==> config.mk <==
export PLATFORM = sky130hd
export DESIGN_NAME = sync_fifo_param_flat
export DESIGN_NICKNAME = d
export VERILOG_FILES = /design/src/rtl/sync_fifo_param_if.sv /design/src/rtl/sync_fifo_param.sv /design/src/flat_wrapper.sv
export SDC_FILE = /design/constraint.sdc
export NUM_CORES = 1
export LEC_CHECK = 0
export CORE_ASPECT_RATIO = 0.6
export CORE_UTILIZATION = 59
export CTS_BUF_LIST = sky130_fd_sc_hd__clkbuf_4 sky130_fd_sc_hd__clkbuf_8 sky130_fd_sc_hd__clkbuf_16
export DETAILED_ROUTE_END_ITERATION = 10
export HOLD_SLACK_MARGIN = 0.1
export PLACE_DENSITY = 0.83
export SLEW_MARGIN = 20
export SYNTH_ARGS = -nofsm -noshare
export SYNTH_HDL_FRONTEND = slang
export SYNTH_SLANG_ARGS = --single-unit
==> constraint.sdc <==
create_clock -name clk -period 3.5 [get_ports clk]
set_clock_uncertainty 0.05 [all_clocks]
set_input_delay 0.875 -clock clk [delete_from_list [all_inputs] [get_ports clk]]
set_output_delay 0.875 -clock clk [all_outputs]
set_load 0.01 [all_outputs]
==> src/rtl/sync_fifo_param_if.sv <==
// Handshake bundle for sync_fifo_param: producer/consumer requests plus status.
// The producer side uses master; the FIFO uses slave.
interface sync_fifo_param_if #(
  parameter int DATA_WIDTH = 8,
  parameter int DEPTH      = 16
);
  localparam int CW = $clog2(DEPTH + 1);

  // wr_en/rd_en are requests, not a valid/ready pair: a request is taken on
  // the rising edge only when the matching accept condition holds (write
  // needs room or a same-cycle pop, read needs a stored word). A request
  // that is not taken is dropped and flagged through overflow/underflow.
  logic                  wr_en;
  logic [DATA_WIDTH-1:0] data_in;
  logic                  rd_en;
  logic                  err_clr;
  logic [DATA_WIDTH-1:0] data_out;
  logic                  full;
  logic                  empty;
  logic                  almost_full;
  logic                  almost_empty;
  logic [CW-1:0]         count;
  logic                  overflow;
  logic                  underflow;

  modport master (
    output wr_en, data_in, rd_en, err_clr,
    input  data_out, full, empty, almost_full, almost_empty,
           count, overflow, underflow
  );

  modport slave (
    input  wr_en, data_in, rd_en, err_clr,
    output data_out, full, empty, almost_full, almost_empty,
           count, overflow, underflow
  );
endinterface

==> src/rtl/sync_fifo_param.sv <==
// Single-clock FIFO of any depth with exact count, threshold and sticky error flags.
// Define SYNC_FIFO_FWFT_EN for first-word-fall-through reads; default is registered read.
module sync_fifo_param #(
  parameter int DATA_WIDTH    = 8,
  parameter int DEPTH         = 16,
  parameter int AFULL_THRESH  = DEPTH - 2,
  parameter int AEMPTY_THRESH = 2
) (
  input logic              clk,
  input logic              rst_n,
  sync_fifo_param_if.slave bus
);
  localparam int CW = $clog2(DEPTH + 1);
  localparam int PW = $clog2(DEPTH);
  localparam logic [PW-1:0] LAST_PTR = PW'(DEPTH - 1);

  logic [DATA_WIDTH-1:0] mem [DEPTH];
  logic [PW-1:0]         w_ptr;
  logic [PW-1:0]         r_ptr;
  logic [CW-1:0]         count_q;
  logic                  overflow_q;
  logic                  underflow_q;
  logic                  full_c;
  logic                  empty_c;
  logic                  wr_acc;
  logic                  rd_acc;

  assign full_c  = (count_q == CW'(DEPTH));
  assign empty_c = (count_q == '0);

  // A pop in the same cycle frees a slot, so a full FIFO still takes a write.
  assign rd_acc = bus.rd_en & ~empty_c;
  assign wr_acc = bus.wr_en & (~full_c | rd_acc);

  always_ff @(posedge clk) begin
    if (rst_n && wr_acc) begin
      mem[w_ptr] <= bus.data_in;
    end
  end

  always_ff @(posedge clk or negedge rst_n) begin
    if (!rst_n) begin
      w_ptr <= '0;
      r_ptr <= '0;
    end else begin
      if (wr_acc) begin
        w_ptr <= (w_ptr == LAST_PTR) ? '0 : w_ptr + 1'b1;
      end
      if (rd_acc) begin
        r_ptr <= (r_ptr == LAST_PTR) ? '0 : r_ptr + 1'b1;
      end
    end
  end

  always_ff @(posedge clk or negedge rst_n) begin
    if (!rst_n) begin
      count_q <= '0;
    end else begin
      case ({wr_acc, rd_acc})
        2'b10:   count_q <= count_q + 1'b1;
        2'b01:   count_q <= count_q - 1'b1;
        default: count_q <= count_q;
      endcase
    end
  end

  // A fresh error in the err_clr cycle keeps the flag set.
  always_ff @(posedge clk or negedge rst_n) begin
    if (!rst_n) begin
      overflow_q  <= 1'b0;
      underflow_q <= 1'b0;
    end else begin
      overflow_q  <= (bus.wr_en & ~wr_acc) | (overflow_q & ~bus.err_clr);
      underflow_q <= (bus.rd_en & empty_c) | (underflow_q & ~bus.err_clr);
    end
  end

`ifdef SYNC_FIFO_FWFT_EN
  // Head word is always on the output; rd_en acknowledges it.
  assign bus.data_out = mem[r_ptr];
`else
  logic [DATA_WIDTH-1:0] data_out_q;

  always_ff @(posedge clk or negedge rst_n) begin
    if (!rst_n) begin
      data_out_q <= '0;
    end else if (rd_acc) begin
      data_out_q <= mem[r_ptr];
    end
  end

  assign bus.data_out = data_out_q;
`endif

  assign bus.count        = count_q;
  assign bus.full         = full_c;
  assign bus.empty        = empty_c;
  assign bus.almost_full  = (count_q >= CW'(AFULL_THRESH));
  assign bus.almost_empty = (count_q <= CW'(AEMPTY_THRESH));
  assign bus.overflow     = overflow_q;
  assign bus.underflow    = underflow_q;

endmodule

==> src/flat_wrapper.sv <==
// flat-port wrapper written by rule: the top's interface ports become plain ports
module sync_fifo_param_flat 
#(
  parameter int DATA_WIDTH    = 8,
  parameter int DEPTH         = 16,
  parameter int AFULL_THRESH  = DEPTH - 2,
  parameter int AEMPTY_THRESH = 2
)
  (clk, rst_n, bus_wr_en, bus_data_in, bus_rd_en, bus_err_clr, bus_data_out, bus_full, bus_empty, bus_almost_full, bus_almost_empty, bus_count, bus_overflow, bus_underflow);
  sync_fifo_param_if #(.DATA_WIDTH(DATA_WIDTH), .DEPTH(DEPTH)) bus_i ();
  input logic clk;
  input logic rst_n;
  input wire logic [$bits(bus_i.wr_en)-1:0] bus_wr_en;
  input wire logic [$bits(bus_i.data_in)-1:0] bus_data_in;
  input wire logic [$bits(bus_i.rd_en)-1:0] bus_rd_en;
  input wire logic [$bits(bus_i.err_clr)-1:0] bus_err_clr;
  output wire logic [$bits(bus_i.data_out)-1:0] bus_data_out;
  output wire logic [$bits(bus_i.full)-1:0] bus_full;
  output wire logic [$bits(bus_i.empty)-1:0] bus_empty;
  output wire logic [$bits(bus_i.almost_full)-1:0] bus_almost_full;
  output wire logic [$bits(bus_i.almost_empty)-1:0] bus_almost_empty;
  output wire logic [$bits(bus_i.count)-1:0] bus_count;
  output wire logic [$bits(bus_i.overflow)-1:0] bus_overflow;
  output wire logic [$bits(bus_i.underflow)-1:0] bus_underflow;
  assign bus_i.wr_en = bus_wr_en;
  assign bus_i.data_in = bus_data_in;
  assign bus_i.rd_en = bus_rd_en;
  assign bus_i.err_clr = bus_err_clr;
  assign bus_data_out = bus_i.data_out;
  assign bus_full = bus_i.full;
  assign bus_empty = bus_i.empty;
  assign bus_almost_full = bus_i.almost_full;
  assign bus_almost_empty = bus_i.almost_empty;
  assign bus_count = bus_i.count;
  assign bus_overflow = bus_i.overflow;
  assign bus_underflow = bus_i.underflow;
  sync_fifo_param #(.DATA_WIDTH(DATA_WIDTH), .DEPTH(DEPTH), .AFULL_THRESH(AFULL_THRESH), .AEMPTY_THRESH(AEMPTY_THRESH)) u_core (.clk(clk), .rst_n(rst_n), .bus(bus_i));
endmodule
Yosys cells after proc, flatten, opt, wreduce, memory -nomap -nowiden:

Memory sizes are Yosys's and may differ from the RTL's. A register that Yosys moved wholly into a read port is not among the register bits.
Index checks and enable logic that the tools add are counted.

* register bits: 15
* input bits: 13
* memory bits (writable): 128
* word-level logic and storage cells: 39
* memories: 1

Memory list
* u_core.mem: words 16, width 8, rd ports 1, clocked after Yosys merged registers in 1, wr ports 1, line sync_fifo_param.sv:17 `logic [DATA_WIDTH-1:0] mem [DEPTH];`

* eq/ne operators: 5
* magnitude comparators: 2
* add/subtract/negate cells: 4
* reductions and logical operators: 4
* bitwise logic cells: 13
* mux-type cells: 5

Operator list (count)
* $pmux W5 S2: 1
* $add A4 B1 Y4 const B: 2
* $eq A4 B4 Y1 const B: 2
* $mux W4: 2
* $and A1 B1 Y1: 6
* $add A5 B1 Y5 const B: 1
* $eq A5 B5 Y1 const B: 1
* $ge A5 B4 Y1 const B: 1
* $le A5 B2 Y1 const B: 1
* $logic_not A5 Y1: 1
* $sub A5 B1 Y5 const B: 1
* $not A1 Y1: 4
* $or A1 B1 Y1: 3
* $eq A2 B1 Y1 const B: 1
* $eq A2 B2 Y1 const B: 1
* $mux W1: 2
* $reduce_bool A2 Y1: 1
* $logic_and A1 B1 Y1: 1
* $logic_not A1 Y1: 1

Depth between registers and ports, before layout:

* depth in word-level cells: 8
* gate-level depth with buffers: 10

Worst setup path after synthesis:

OpenSTA, ideal clock, no wires.

* kind: reg2reg
* from: register u_core.count_q[3], in the netlist u_core.bus.count[3]
* to: register u_core.count_q[4], in the netlist u_core.bus.count[4]
* slack: 300 ps
* setup time: 131 ps
* period minus slack after synthesis: 3200 ps
* cell stages (with the launch flop): 11
* arrival time: 3019 ps
* required time: 3319 ps
* path buffers: 2
* cells stage by stage: dfrtp_1 or4_1 buf_4 o21a_4 clkbuf_1 and2_1 fa_1 a21o_1 a211oi_1 mux2i_1 or3_1

* word-level cells in the longest chain between the ends: 7

RTL lines
* start: declaration: line sync_fifo_param.sv:20 `logic [CW-1:0] count_q;`
* start signal: assignment: line sync_fifo_param.sv:60 `2'b10: count_q <= count_q + 1'b1;`
* start signal: assignment: line sync_fifo_param.sv:61 `2'b01: count_q <= count_q - 1'b1;`
* start signal: assignment: line sync_fifo_param.sv:62 `default: count_q <= count_q;`
* $logic_not A5 Y1: line sync_fifo_param.sv:29 `assign empty_c = (count_q == '0);`
* $not A1 Y1: line sync_fifo_param.sv:32 `assign rd_acc = bus.rd_en & ~empty_c;`
* $and A1 B1 Y1: line sync_fifo_param.sv:32
* $or A1 B1 Y1: line sync_fifo_param.sv:33 `assign wr_acc = bus.wr_en & (~full_c | rd_acc);`
* $and A1 B1 Y1: line sync_fifo_param.sv:33
* $eq A2 B1 Y1 / $eq A2 B2 Y1 (equally long branches): line sync_fifo_param.sv:59 `case ({wr_acc, rd_acc})`
* $pmux W5 S2 / $reduce_bool A2 Y1 (equally long branches)

Parallel ways exist; a longest one is shown, timed or not.
A chain may end at the register's enable or synchronous reset.

Worst setup path in the final report:

* from: register u_core.count_q[3], in the netlist u_core.bus.count[3]
* to: output bus_empty

* word-level cells in the longest chain between the ends: 1

RTL lines
* $logic_not A5 Y1: line sync_fifo_param.sv:29
* end: declaration: line flat_wrapper.sv:19 `output wire logic [$bits(bus_i.empty)-1:0] bus_empty;`

Every way passes these cells.

==> reports/qor.txt <==
status: complete, no violations
via count: 3289
R2R setup slack: 0.48 ns
fmax: 0.3063 GHz
Finished Layout Cells: 531
post-CTS setup buffers: 0
core region area: 0.009950 mm^2
Worst slew margin: 44.50%
delay-heaviest family, CP: buffers and inverters
Clk pin slew, worst setup/hold paths: 0.06 ns
RSZ-0062 raised after global routing: false
ANT cells: 0
CP bufs+invs: 2
Synth Instances: 327
clk buf depth: 2
placer congestion estimate: 0.8478
final core occ: 72.80%
Inst Count DP: 499
vias per cell: 6.194
initial antenna violation count: 0
fin nets: 405
residual DRC count: 0
die area: 0.01077 mm^2
synth top area cells: edfxtp_1 (63%), mux4_2 (12%), dfrtp_1 (9.4%)
first-pass GRT wire length: 18810 um
register area share after synthesis: 72.42%
DRT Wirelength: 12510 um
Remaining Overflow, GRT: 0
Post-Synth Simple-Gate Area: 3.465%
VDD IR-drop max: 0.7686 mV
post-synthesis mux area share: 14.91%
DRT Pass-1 Iters: 4
Setup CP Type: reg -> out
Hold Path Class: reg -> reg
CTS Root Cell: clkbuf_16
layout cells sized above 1: 26.52%
Max Slew Vio Count: 0
Critical Path End Type: output port
CP Cell Sequence: or4_1, buf_4, nor2_1, clkdlybuf4s50_1
leakage power: 2.475 nW
Die H: 80.78 um
multi-input logic area: 0.001583 mm^2
hpwl dp: 7827 um
WHS: 0.4930 ns
max cap viols: 0
Die W: 133.3 um
Worst-Margin Slew: 0.8325 ns
Row Count: 28
largest family of logic cells by synthesized area: multiplexers
Post-Synthesis Cell Area: 0.006102 mm^2
top-area cell type share of the netlist area: 62.99%
Yosys Warn Count: 0
CTS resizes: 0
Synth area leader: edfxtp_1
CTS tree: done
Min Clock Period, post-route: 3.265 ns
Hold Vio Cnt, Final: 0
Synth cell types: 41
register area: 0.004420 mm^2
Setup TNS Final: 0 ns
hold_buf cts: 0
filler instances: 592
Clk Latency, worst-skew pair: 0.42 ns
Yosys reg bits: 151
Post-DRT Antenna Nets: 0
H-tree levels: 4
Pwr Total: 0.005698 W
Iteration-0 DRC Markers: 326
CTS Buf Count: 17
Final Cycle Share: 93.29%
CTS sink count: 151
Slowest-stage cell, CP: or4_1
worst path required time: 2.57 ns
global-route usage over all layers: 25.56%
vias in the first global route: 3242
initial core utilization: 61.33%
Area Growth Syn to Fin: 18.70%
largest net degree at the start of global routing: 37
Worst Path Arrival: 2.34 ns
num ports: 32
Synth Area in Compound Gates: 4.880%
Post-Synth XOR/XNOR Area: 0.7177%
CP max FO: 8
synthesized area per cell: 18.66 um^2
Final setup viols: 0
Adder-Cell Fraction of Synth Area: 1.968%
Synth Net Count: 349
crit-path max cell delay: 0.58 ns
Buffers on Ports: 31
startpoint types: flop
drt wl/cell: 23.56 um
Pwr Density: 786.7 mW/mm^2
kinds of logic after synthesis:
family / after synthesis
AO/OA/AOI/OAI: 45
XOR/XNOR: 5
adder cells (fa/ha/maj): 9
buffers and inverters: 24
flip-flops: 151
multiplexers: 48
AND/OR/NAND/NOR: 45
final timing paths:
check | cells after the start | start | to
max in group asynchronous | 2 | rst_n | u_core.r_ptr[0]
worst min register to register | 2 | u_core.bus.overflow | u_core.bus.overflow
worst min-delay path | 2 | u_core.bus.overflow | u_core.bus.overflow
worst max register to register | 8 | u_core.bus.count[3] | u_core.bus.count[4]
min in group asynchronous | 2 | rst_n | u_core.bus.count[0]
worst max-delay path | 4 | u_core.bus.count[3] | bus_empty
per-layer routing:
layer	track usage, %	part of all wire (%)	up-vias
li1	-	-	1438
met2	39.58	48	121
met1	36.16	45	1714
met4	9.886	1.3	0
met5	0	0	-
met3	5.993	6.4	16
synth_stat cells:
library cell,n
o41ai_1,1
and2_1,2
nor3_1,4
mux2_1,1
a2111oi_0,1
o21a_1,1
nand2_1,9
clkbuf_1,9
or3_1,1
xnor2_1,3
inv_1,6
buf_2,5
a21o_1,3
mux2_2,12
o31ai_1,1
edfxtp_1,128
buf_1,3
o21ai_2,1
a31oi_1,1
a211oi_1,1
o21ai_0,5
nor2_1,14
o32ai_1,1
mux2i_4,1
xor2_1,2
mux4_2,32
a22o_1,1
or4_1,1
dfrtp_1,23
or2_2,1
mux2i_1,2
buf_4,1
o211ai_2,1
nand3_1,8
o22ai_1,16
nor3b_1,1
a21oi_1,10
fa_1,1
ha_1,8
nand2b_1,4
o21a_4,1
through the flow:
| step | instance area (um^2) | setup slack [ns] |
|---|---|---|
| 2_1_floorplan | 6102 | 0.2997 |
| 3_3_place_gp | 6685 | 0.3354 |
| 3_5_place_dp | 6685 | 0.2706 |
| 4_1_cts | 7243 | 0.2143 |
| 5_1_grt | 7243 | 0.1308 |
| 6_report | 7243 | 0.2348 |
worst reg2reg max path: stages (launching register included):
cell and delay [ns]:
dfrtp_1 0.44, or4_1 0.59, o21a_4 0.22, and2_1 0.21
fa_1 0.42, a21o_1 0.21, a211oi_1 0.30, mux2i_1 0.12
or3_1 0.35
power breakdown:
group / switching [W] / total (W) / internal (W)
Clock: 0.000777 / 0.00171 / 0.000938
Combinational: 0.000721 / 0.00157 / 0.000851
Sequential: 0.000268 / 0.00241 / 0.00214
registers in the layout, summed over array words and instances, names as in the netlist:
register	cells
u_core.bus.count	5
u_core.bus.data_out	8
u_core.bus.overflow	1
u_core.bus.underflow	1
u_core.mem	128
u_core.r_ptr	4
u_core.w_ptr	4
placed cells by master, fill, tap and decap left out, types with 2 or more instances in the layout:
cell,n
a21o_1,3
a21oi_1,10
and2_1,2
buf_4,24
clkbuf_16,17
clkdlybuf4s50_1,31
clkinvlp_4,2
dfrtp_1,22
edfxtp_1,128
ha_1,8
inv_1,6
inv_6,5
inv_8,5
mux2_2,12
mux2i_1,2
mux4_2,32
nand2_1,9
nand2b_1,4
nand3_1,8
nor2_1,14
nor3_1,4
o21ai_0,5
o22ai_1,16
xnor2_1,3
xor2_1,2
cell type report:
cell class	count	area share, %
inverter	6	0.3109
multi-input combinational	152	21.85
sequential	151	61.03
timing repair buffer	55	6.771
clock buffer	17	5.873
clock inverter	15	1.831
tap	135	2.332
No activity file was read; power rests on OpenSTA's default activity.
